$ cat config.mk
export PLATFORM = sky130hd
export DESIGN_NAME = nand_init_sequencer_flat
export DESIGN_NICKNAME = d
export VERILOG_FILES = /design/src/rtl/nand_init_sequencer_if.sv /design/src/rtl/nand_init_sequencer.sv /design/src/flat_wrapper.sv
export SDC_FILE = /design/constraint.sdc
export NUM_CORES = 1
export LEC_CHECK = 0
export ABC_AREA = 1
export BUFFER_PORTS_ARGS = -buffer_cell sky130_fd_sc_hd__clkbuf_2
export CORE_MARGIN = 1
export CORE_UTILIZATION = 50
export DETAILED_ROUTE_END_ITERATION = 8
export MAX_ROUTING_LAYER = met4
export PLACE_DENSITY = 0.78
export SYNTH_ARGS = -nofsm -noshare
export SYNTH_HDL_FRONTEND = slang
export SYNTH_SLANG_ARGS = --single-unit
$ cat constraint.sdc
create_clock -name clk -period 2.32 [get_ports clk]
set_input_delay 0.348 -clock clk [delete_from_list [all_inputs] [get_ports clk]]
set_output_delay 0.348 -clock clk [all_outputs]
set_load 0.05 [all_outputs]
$ cat src/rtl/nand_init_sequencer_if.sv
// Host-port bundle between the bring-up sequencer and nand_master.
// master: the side issuing commands (the sequencer); slave: nand_master.
interface nand_init_sequencer_if;
    logic [5:0] nm_cmd_in;
    logic [7:0] nm_data_in;
    logic       nm_activate;
    logic       nm_busy;
    logic [7:0] nm_data_out;

    modport master (
        output nm_cmd_in,
        output nm_data_in,
        output nm_activate,
        input  nm_busy,
        input  nm_data_out
    );

    modport slave (
        input  nm_cmd_in,
        input  nm_data_in,
        input  nm_activate,
        output nm_busy,
        output nm_data_out
    );
endinterface

$ cat src/rtl/nand_init_sequencer.sv
// nand_init_sequencer: autonomous NAND bring-up sequence for nand_master.
// On an accepted start it issues controller reset, chip enable, NAND reset,
// READ ID, five ID-byte fetches and a status fetch, latching ID and status.
// Optional build macro NAND_INIT_SEQ_ID_CHECK_EN: compare ID byte 0 against
// EXPECT_MFR and abort with err_code 2 on mismatch.
module nand_init_sequencer #(
    parameter logic [5:0] CMD_RESET       = 6'h01,
    parameter logic [5:0] CMD_CHIP_ENABLE = 6'h0E,
    parameter logic [5:0] CMD_NAND_RESET  = 6'h04,
    parameter logic [5:0] CMD_READ_ID     = 6'h06,
    parameter logic [5:0] CMD_GET_ID_BYTE = 6'h13,
    parameter logic [5:0] CMD_GET_STATUS  = 6'h0D,
    parameter int         SETTLE_CYCLES   = 2,
    parameter int         TIMEOUT_CYCLES  = 65535
`ifdef NAND_INIT_SEQ_ID_CHECK_EN
    ,
    parameter logic [7:0] EXPECT_MFR      = 8'h2C
`endif
) (
    input  logic        clk,
    input  logic        nreset,
    input  logic        start,
    input  logic [7:0]  ce_sel,
    output logic        seq_busy,
    output logic        done,
    output logic        error,
    output logic [1:0]  err_code,
    output logic [3:0]  failed_step,
    output logic [39:0] id_bytes,
    output logic [7:0]  status,
    nand_init_sequencer_if.master nm
);

    // Step indices of the bring-up sequence.
    localparam logic [3:0] STEP_RESET     = 4'd0;
    localparam logic [3:0] STEP_CE        = 4'd1;
    localparam logic [3:0] STEP_NAND_RST  = 4'd2;
    localparam logic [3:0] STEP_READ_ID   = 4'd3;
    localparam logic [3:0] STEP_ID_FIRST  = 4'd4;
    localparam logic [3:0] STEP_ID_LAST   = 4'd8;
    localparam logic [3:0] STEP_STATUS    = 4'd9;

    // Settle counter is sized for at least one bit so a zero/one setting still elaborates.
    localparam int SETTLE_W = (SETTLE_CYCLES > 1) ? $clog2(SETTLE_CYCLES) : 1;
    localparam logic [SETTLE_W-1:0] SETTLE_LAST =
        (SETTLE_CYCLES > 0) ? SETTLE_W'(SETTLE_CYCLES - 1) : '0;
    localparam logic [15:0] TMO_LAST = 16'(TIMEOUT_CYCLES - 1);

    localparam logic [1:0] ERR_NONE     = 2'd0;
    localparam logic [1:0] ERR_TIMEOUT  = 2'd1;
`ifdef NAND_INIT_SEQ_ID_CHECK_EN
    localparam logic [1:0] ERR_ID_MISMATCH = 2'd2;
`endif

    typedef enum logic [2:0] {
        S_IDLE    = 3'd0,
        S_ISSUE   = 3'd1,
        S_SETTLE  = 3'd2,
        S_WAIT    = 3'd3,
        S_CAPTURE = 3'd4,
        S_DONE    = 3'd5,
        S_ERR     = 3'd6
    } state_t;

    state_t              state_q,       state_d;
    logic [3:0]          step_q,        step_d;
    logic [15:0]         tmo_q,         tmo_d;
    logic [SETTLE_W-1:0] settle_q,      settle_d;
    logic [5:0]          cmd_q,         cmd_d;
    logic [7:0]          data_q,        data_d;
    logic [7:0]          ce_q,          ce_d;
    logic [39:0]         id_q,          id_d;
    logic [7:0]          status_q,      status_d;
    logic [1:0]          err_code_q,    err_code_d;
    logic [3:0]          failed_step_q, failed_step_d;

    // Byte lane of id_bytes written by the current ID-fetch step.
    logic [2:0] id_idx;
    assign id_idx = 3'(step_q - STEP_ID_FIRST);

    // Command code issued for a given step.
    function automatic logic [5:0] step_cmd(input logic [3:0] s);
        logic [5:0] c;
        case (s)
            STEP_RESET:    c = CMD_RESET;
            STEP_CE:       c = CMD_CHIP_ENABLE;
            STEP_NAND_RST: c = CMD_NAND_RESET;
            STEP_READ_ID:  c = CMD_READ_ID;
            STEP_STATUS:   c = CMD_GET_STATUS;
            default:       c = CMD_GET_ID_BYTE;
        endcase
        return c;
    endfunction

    // Data byte accompanying a step: CE index for chip enable, zero otherwise
    // (READ ID uses address 00).
    function automatic logic [7:0] step_data(input logic [3:0] s, input logic [7:0] ce);
        return (s == STEP_CE) ? ce : 8'h00;
    endfunction

    // State and datapath registers; everything returns to zero on reset.
    always_ff @(posedge clk or negedge nreset) begin
        if (!nreset) begin
            state_q       <= S_IDLE;
            step_q        <= '0;
            tmo_q         <= '0;
            settle_q      <= '0;
            cmd_q         <= '0;
            data_q        <= '0;
            ce_q          <= '0;
            id_q          <= '0;
            status_q      <= '0;
            err_code_q    <= ERR_NONE;
            failed_step_q <= '0;
        end else begin
            state_q       <= state_d;
            step_q        <= step_d;
            tmo_q         <= tmo_d;
            settle_q      <= settle_d;
            cmd_q         <= cmd_d;
            data_q        <= data_d;
            ce_q          <= ce_d;
            id_q          <= id_d;
            status_q      <= status_d;
            err_code_q    <= err_code_d;
            failed_step_q <= failed_step_d;
        end
    end

    // Next-state logic: step sequencing, settle/timeout counting and captures.
    always_comb begin
        state_d       = state_q;
        step_d        = step_q;
        tmo_d         = tmo_q;
        settle_d      = settle_q;
        cmd_d         = cmd_q;
        data_d        = data_q;
        ce_d          = ce_q;
        id_d          = id_q;
        status_d      = status_q;
        err_code_d    = err_code_q;
        failed_step_d = failed_step_q;

        case (state_q)
            S_IDLE: begin
                if (start) begin
                    err_code_d    = ERR_NONE;
                    failed_step_d = '0;
                    step_d        = STEP_RESET;
                    ce_d          = ce_sel;
                    cmd_d         = step_cmd(STEP_RESET);
                    data_d        = step_data(STEP_RESET, ce_sel);
                    tmo_d         = '0;
                    state_d       = S_ISSUE;
                end
            end

            S_ISSUE: begin
                // Command/data were loaded on entry and stay put until CAPTURE.
                settle_d = '0;
                state_d  = (SETTLE_CYCLES > 0) ? S_SETTLE : S_WAIT;
            end

            S_SETTLE: begin
                // Give nand_master time to raise busy before it is trusted.
                if (settle_q == SETTLE_LAST) begin
                    state_d = S_WAIT;
                end else begin
                    settle_d = settle_q + 1'b1;
                end
            end

            S_WAIT: begin
                if (!nm.nm_busy) begin
                    state_d = S_CAPTURE;
                end else if (tmo_q == TMO_LAST) begin
                    tmo_d         = '0;
                    err_code_d    = ERR_TIMEOUT;
                    failed_step_d = step_q;
                    state_d       = S_ERR;
                end else begin
                    tmo_d = tmo_q + 16'd1;
                end
            end

            S_CAPTURE: begin
                tmo_d = '0;
                if (step_q >= STEP_ID_FIRST && step_q <= STEP_ID_LAST) begin
                    id_d[{id_idx, 3'b000} +: 8] = nm.nm_data_out;
                end
                if (step_q == STEP_STATUS) begin
                    status_d = nm.nm_data_out;
                    state_d  = S_DONE;
                end else begin
                    step_d  = step_q + 4'd1;
                    cmd_d   = step_cmd(step_q + 4'd1);
                    data_d  = step_data(step_q + 4'd1, ce_q);
                    state_d = S_ISSUE;
                end
`ifdef NAND_INIT_SEQ_ID_CHECK_EN
                // Wrong manufacturer: keep the captured byte, stop issuing commands.
                if (step_q == STEP_ID_FIRST && nm.nm_data_out != EXPECT_MFR) begin
                    step_d        = step_q;
                    cmd_d         = cmd_q;
                    data_d        = data_q;
                    err_code_d    = ERR_ID_MISMATCH;
                    failed_step_d = STEP_ID_FIRST;
                    state_d       = S_ERR;
                end
`endif
            end

            S_DONE:  state_d = S_IDLE;
            S_ERR:   state_d = S_IDLE;
            default: state_d = S_IDLE;
        endcase
    end

    assign nm.nm_cmd_in   = cmd_q;
    assign nm.nm_data_in  = data_q;
    assign nm.nm_activate = (state_q == S_ISSUE);

    assign seq_busy    = (state_q == S_ISSUE) || (state_q == S_SETTLE) ||
                         (state_q == S_WAIT)  || (state_q == S_CAPTURE);
    assign done        = (state_q == S_DONE);
    assign error       = (state_q == S_ERR);
    assign err_code    = err_code_q;
    assign failed_step = failed_step_q;
    assign id_bytes    = id_q;
    assign status      = status_q;

endmodule

$ cat src/flat_wrapper.sv
// flat-port wrapper written by rule: the top's interface ports become plain ports
module nand_init_sequencer_flat 
#(
    parameter logic [5:0] CMD_RESET       = 6'h01,
    parameter logic [5:0] CMD_CHIP_ENABLE = 6'h0E,
    parameter logic [5:0] CMD_NAND_RESET  = 6'h04,
    parameter logic [5:0] CMD_READ_ID     = 6'h06,
    parameter logic [5:0] CMD_GET_ID_BYTE = 6'h13,
    parameter logic [5:0] CMD_GET_STATUS  = 6'h0D,
    parameter int         SETTLE_CYCLES   = 2,
    parameter int         TIMEOUT_CYCLES  = 65535

)
  (clk, nreset, start, ce_sel, seq_busy, done, error, err_code, failed_step, id_bytes, status, nm_nm_cmd_in, nm_nm_data_in, nm_nm_activate, nm_nm_busy, nm_nm_data_out);
  nand_init_sequencer_if nm_i ();
  input  logic clk;
  input  logic nreset;
  input  logic start;
  input  logic [7:0] ce_sel;
  output logic seq_busy;
  output logic done;
  output logic error;
  output logic [1:0] err_code;
  output logic [3:0] failed_step;
  output logic [39:0] id_bytes;
  output logic [7:0] status;
  output wire logic [$bits(nm_i.nm_cmd_in)-1:0] nm_nm_cmd_in;
  output wire logic [$bits(nm_i.nm_data_in)-1:0] nm_nm_data_in;
  output wire logic [$bits(nm_i.nm_activate)-1:0] nm_nm_activate;
  input wire logic [$bits(nm_i.nm_busy)-1:0] nm_nm_busy;
  input wire logic [$bits(nm_i.nm_data_out)-1:0] nm_nm_data_out;
  assign nm_nm_cmd_in = nm_i.nm_cmd_in;
  assign nm_nm_data_in = nm_i.nm_data_in;
  assign nm_nm_activate = nm_i.nm_activate;
  assign nm_i.nm_busy = nm_nm_busy;
  assign nm_i.nm_data_out = nm_nm_data_out;
  nand_init_sequencer #(.CMD_RESET(CMD_RESET), .CMD_CHIP_ENABLE(CMD_CHIP_ENABLE), .CMD_NAND_RESET(CMD_NAND_RESET), .CMD_READ_ID(CMD_READ_ID), .CMD_GET_ID_BYTE(CMD_GET_ID_BYTE), .CMD_GET_STATUS(CMD_GET_STATUS), .SETTLE_CYCLES(SETTLE_CYCLES), .TIMEOUT_CYCLES(TIMEOUT_CYCLES)) u_core (.clk(clk), .nreset(nreset), .start(start), .ce_sel(ce_sel), .seq_busy(seq_busy), .done(done), .error(error), .err_code(err_code), .failed_step(failed_step), .id_bytes(id_bytes), .status(status), .nm(nm_i));
endmodule
==> metrics.md <==
| Metric | Value |
|---|---|
| Outcome | `complete, but fails checks` |
| Failing checks | `design-rule violations` |
| H-tree depth | `3` |
| Post-DP HPWL | `7.56 mm` |
| GP Congestion | `0.885` |
| Number of global-route vias before repair | `3628` |
| Drt drc | `8` |
| Post-CTS Resized | `0` |
| PwrDens | `1080 nW/um^2` |
| Sequential power share | `0.389` |
| Setup bufs post-CTS | `0` |
| Largest net degree at the start of global routing | `58` |
| Port bufs | `89` |
| Clock network fraction of total power | `0.199` |
| Count of final hold-check violations | `0` |
| Layout Skew | `0.00703 ns` |
| GR Util All Layers | `0.230` |
| Core area | `8810 sq um` |
| Worst-path fanout max | `15` |
| DR vias | `3761` |
| Setup TNS | `0 ns` |
| Initial core utilization | `0.519` |
| Synthesis-to-finish area growth | `16.5%` |
| CTS Buf Count | `9` |
| CP top delay family | `simple AND/OR/NAND/NOR gates` |
| Average cell area after synthesis | `8.88 sq um` |
| RSZ-0062 raised after global routing | `no` |
| Crit-path slowest cell | `dfrtp_1` |
| Drt via density | `5.19` |
| Global-route wire length before repair | `17.0 mm` |
| Peak supply drop | `0.459 mV` |
| Final Core Density | `0.605` |
| Initial antenna violation count | `0` |
| Fmax | `0.492 GHz` |
| Hold_buf cts | `1` |
| Combinational share of power | `0.412` |
| CP Capture Type | `flip-flop` |
| Syn Std Cell Area | `4570 sq um` |
| Share of cells above drive strength 1 | `0.245` |
| Flop and latch count out of synthesis | `98` |
| Worst Hold Class | `input port to flip-flop` |
| Min Clock Period, post-route | `2.03 ns` |
| Initial DRT Pass Iterations | `6` |
| Worst Path Required | `2.57 ns` |
| Die area | `9540 sq um` |
| Layout net count | `640` |
| Lkg Pwr | `2.80 nW` |
| Element type at the critical path start | `flip-flop` |
| WHS | `0.209 ns` |
| Total power draw | `5.73 mW` |
| Yosys cell types | `38` |
| WP buf/inv | `2` |
| Max_cap viols | `0` |
| Setup Viol. Count Final | `0` |
| CTS root buf | `clkbuf_8` |
| Slowest stage delay, CP | `0.45 ns` |
| Post-route ant nets | `0` |
| Tcrit/Tclk final | `0.877` |
| Final WL | `10.1 mm` |
| Ys Warns | `0` |
| Clock-pin slew on the worst setup and hold paths | `0.10 ns` |
| Internal | `3.13 mW` |
| Antenna cells | `0` |
| Initial drt markers | `194` |
| Final Max Tran Viols | `0` |
| Chip height | `97.7 um` |
| Routed length per instance | `13.9 um` |
| Die width | `97.7 um` |
| Ports | `92` |
| Arrival time worst endpoint | `2.29 ns` |
| Clock Sinks | `98` |
| Cells after Synth | `515` |
| CTS tree | `yes` |
| Critical path cell sequence | `inv_1 > nand3_2 > inv_2 > nor2_2 > nor2_4 > o21ai_1 > nand2_1 > nor2_1` |
| Sw Share | `0.454` |
| Grt ovf | `0` |
| Setup CP Type | `flip-flop to flip-flop` |
| Switching pwr | `2.60 mW` |
| Sequential area share after synthesis | `0.536` |
| Fillcell total | `779` |
| Row Count | `34` |
| Clk Latency, worst-skew pair | `0.36 ns` |
| Deepest clock path buffer count | `2` |
==> power by group through the flow <==
stage | Combinational (mW) | Clock [mW] | Sequential (mW)
floorplan | 1.22 | 0 | 2.85
global placement | 2.31 | 0 | 2.25
detailed placement | 2.37 | 0 | 2.26
CTS | 2.38 | 1.17 | 2.23
global route | 2.55 | 1.23 | 2.27
finish | 2.36 | 1.14 | 2.23
==> cell families after synthesis <==
logic type,after synthesis,synth area share
XOR/XNOR,3,0.00575
buffers and inverters,65,0.0681
AND/OR/NAND/NOR,256,0.252
other,1,0.000820
adder cells (fa/ha/maj),9,0.0246
flip-flops,98,0.536
multiplexers,8,0.0197
AO/OA/AOI/OAI,75,0.0933
==> metal layers <==
metal | vias up | global-route usage | routed length [um]
li1 | 1853 | - | -
met1 | 1812 | 0.296 | 4610
met2 | 86 | 0.379 | 5000
met3 | 10 | 0.0432 | 397
met4 | 0 | 0.0559 | 93
met5 | - | - | 0
==> layout make-up <==
class                           count  area, sq um  area share
Inverter                           52          200      0.0375
Clock buffer                       10          128      0.0239
Sequential cell                    98         2450       0.460
Timing Repair Buffer               97          523      0.0981
Clock inverter                      6         73.8      0.0138
Tap cell                          108          135      0.0253
Multi-Input combinational cell    353         1820       0.341
==> through the flow <==
step	area, sq um	setup WS, ns	instances
floorplan	4580	0.0494	516
global placement	5120	0.380	707
detailed placement	5120	0.318	707
CTS	5330	0.283	724
global route	5330	0.120	724
finish	5330	0.286	724
==> final timing paths <==
check	from	end	slack, ns	cells past startpoint
setup / recovery	u_core.state_q[2]	u_core.tmo_q[2]	0.29	8
hold / removal	ce_sel[1]	u_core.ce_q[1]	0.21	2
setup reg to reg	u_core.state_q[2]	u_core.tmo_q[2]	0.29	8
hold reg to reg	u_core.err_code[0]	u_core.err_code[0]	0.48	2
max in group asynchronous	nreset	u_core.tmo_q[2]	1.33	3
min in group asynchronous	nreset	u_core.state_q[0]	0.38	2
==> Yosys cell counts <==
library cell,count,share of area
nor3_1,5,0.0055
inv_6,1,0.0019
buf_6,6,0.015
and2_1,1,0.0014
a31oi_1,3,0.0041
nand3_2,1,0.0022
clkbuf_2,1,0.0011
o31ai_1,1,0.0016
o21ai_0,31,0.034
nand3_1,35,0.038
xor2_1,2,0.0038
clkbuf_1,1,0.00082
nand2_2,6,0.0082
nor3_4,1,0.0036
buf_4,4,0.0066
inv_1,49,0.040
nand3b_1,1,0.0016
dfrtp_1,98,0.54
o21ai_1,23,0.025
xnor2_1,1,0.0019
nor2_1,41,0.034
conb_1,1,0.00082
nor2_2,2,0.0027
a21oi_1,3,0.0033
nor2_4,5,0.012
mux2_2,8,0.020
o21ai_2,10,0.019
and3_1,1,0.0014
buf_2,1,0.0011
nand4_1,9,0.012
nand2_1,145,0.12
nand4_4,1,0.0046
o22ai_1,2,0.0027
ha_1,9,0.025
o21a_1,1,0.0016
a211oi_1,1,0.0016
nand2_4,2,0.0049
inv_2,2,0.0016
==> placed cells by master, fill, tap and decap left out, types with 3 or more instances in the layout <==
| master | count |
|---|---|
| a21oi_1 | 3 |
| a31oi_1 | 3 |
| buf_4 | 7 |
| clkbuf_2 | 88 |
| clkbuf_8 | 9 |
| dfrtp_1 | 98 |
| ha_1 | 9 |
| inv_1 | 49 |
| inv_6 | 3 |
| mux2_2 | 8 |
| nand2_1 | 145 |
| nand2_2 | 6 |
| nand3_1 | 35 |
| nand4_1 | 9 |
| nor2_1 | 41 |
| nor2_4 | 5 |
| nor3_1 | 4 |
| o21ai_0 | 31 |
| o21ai_1 | 23 |
| o21ai_2 | 10 |
==> flip-flops by register name, summed over array words and instances (netlist names) <==
name / flops
u_core.state_q: 3
u_core.id_bytes: 40
u_core.ce_q: 8
u_core.failed_step: 4
u_core.tmo_q: 16
u_core.nm.nm_cmd_in: 5
u_core.err_code: 1
u_core.nm.nm_data_in: 8
u_core.step_q: 4
u_core.settle_q: 1
u_core.status: 8
Note: power is estimated with default switching activity, not from simulation.
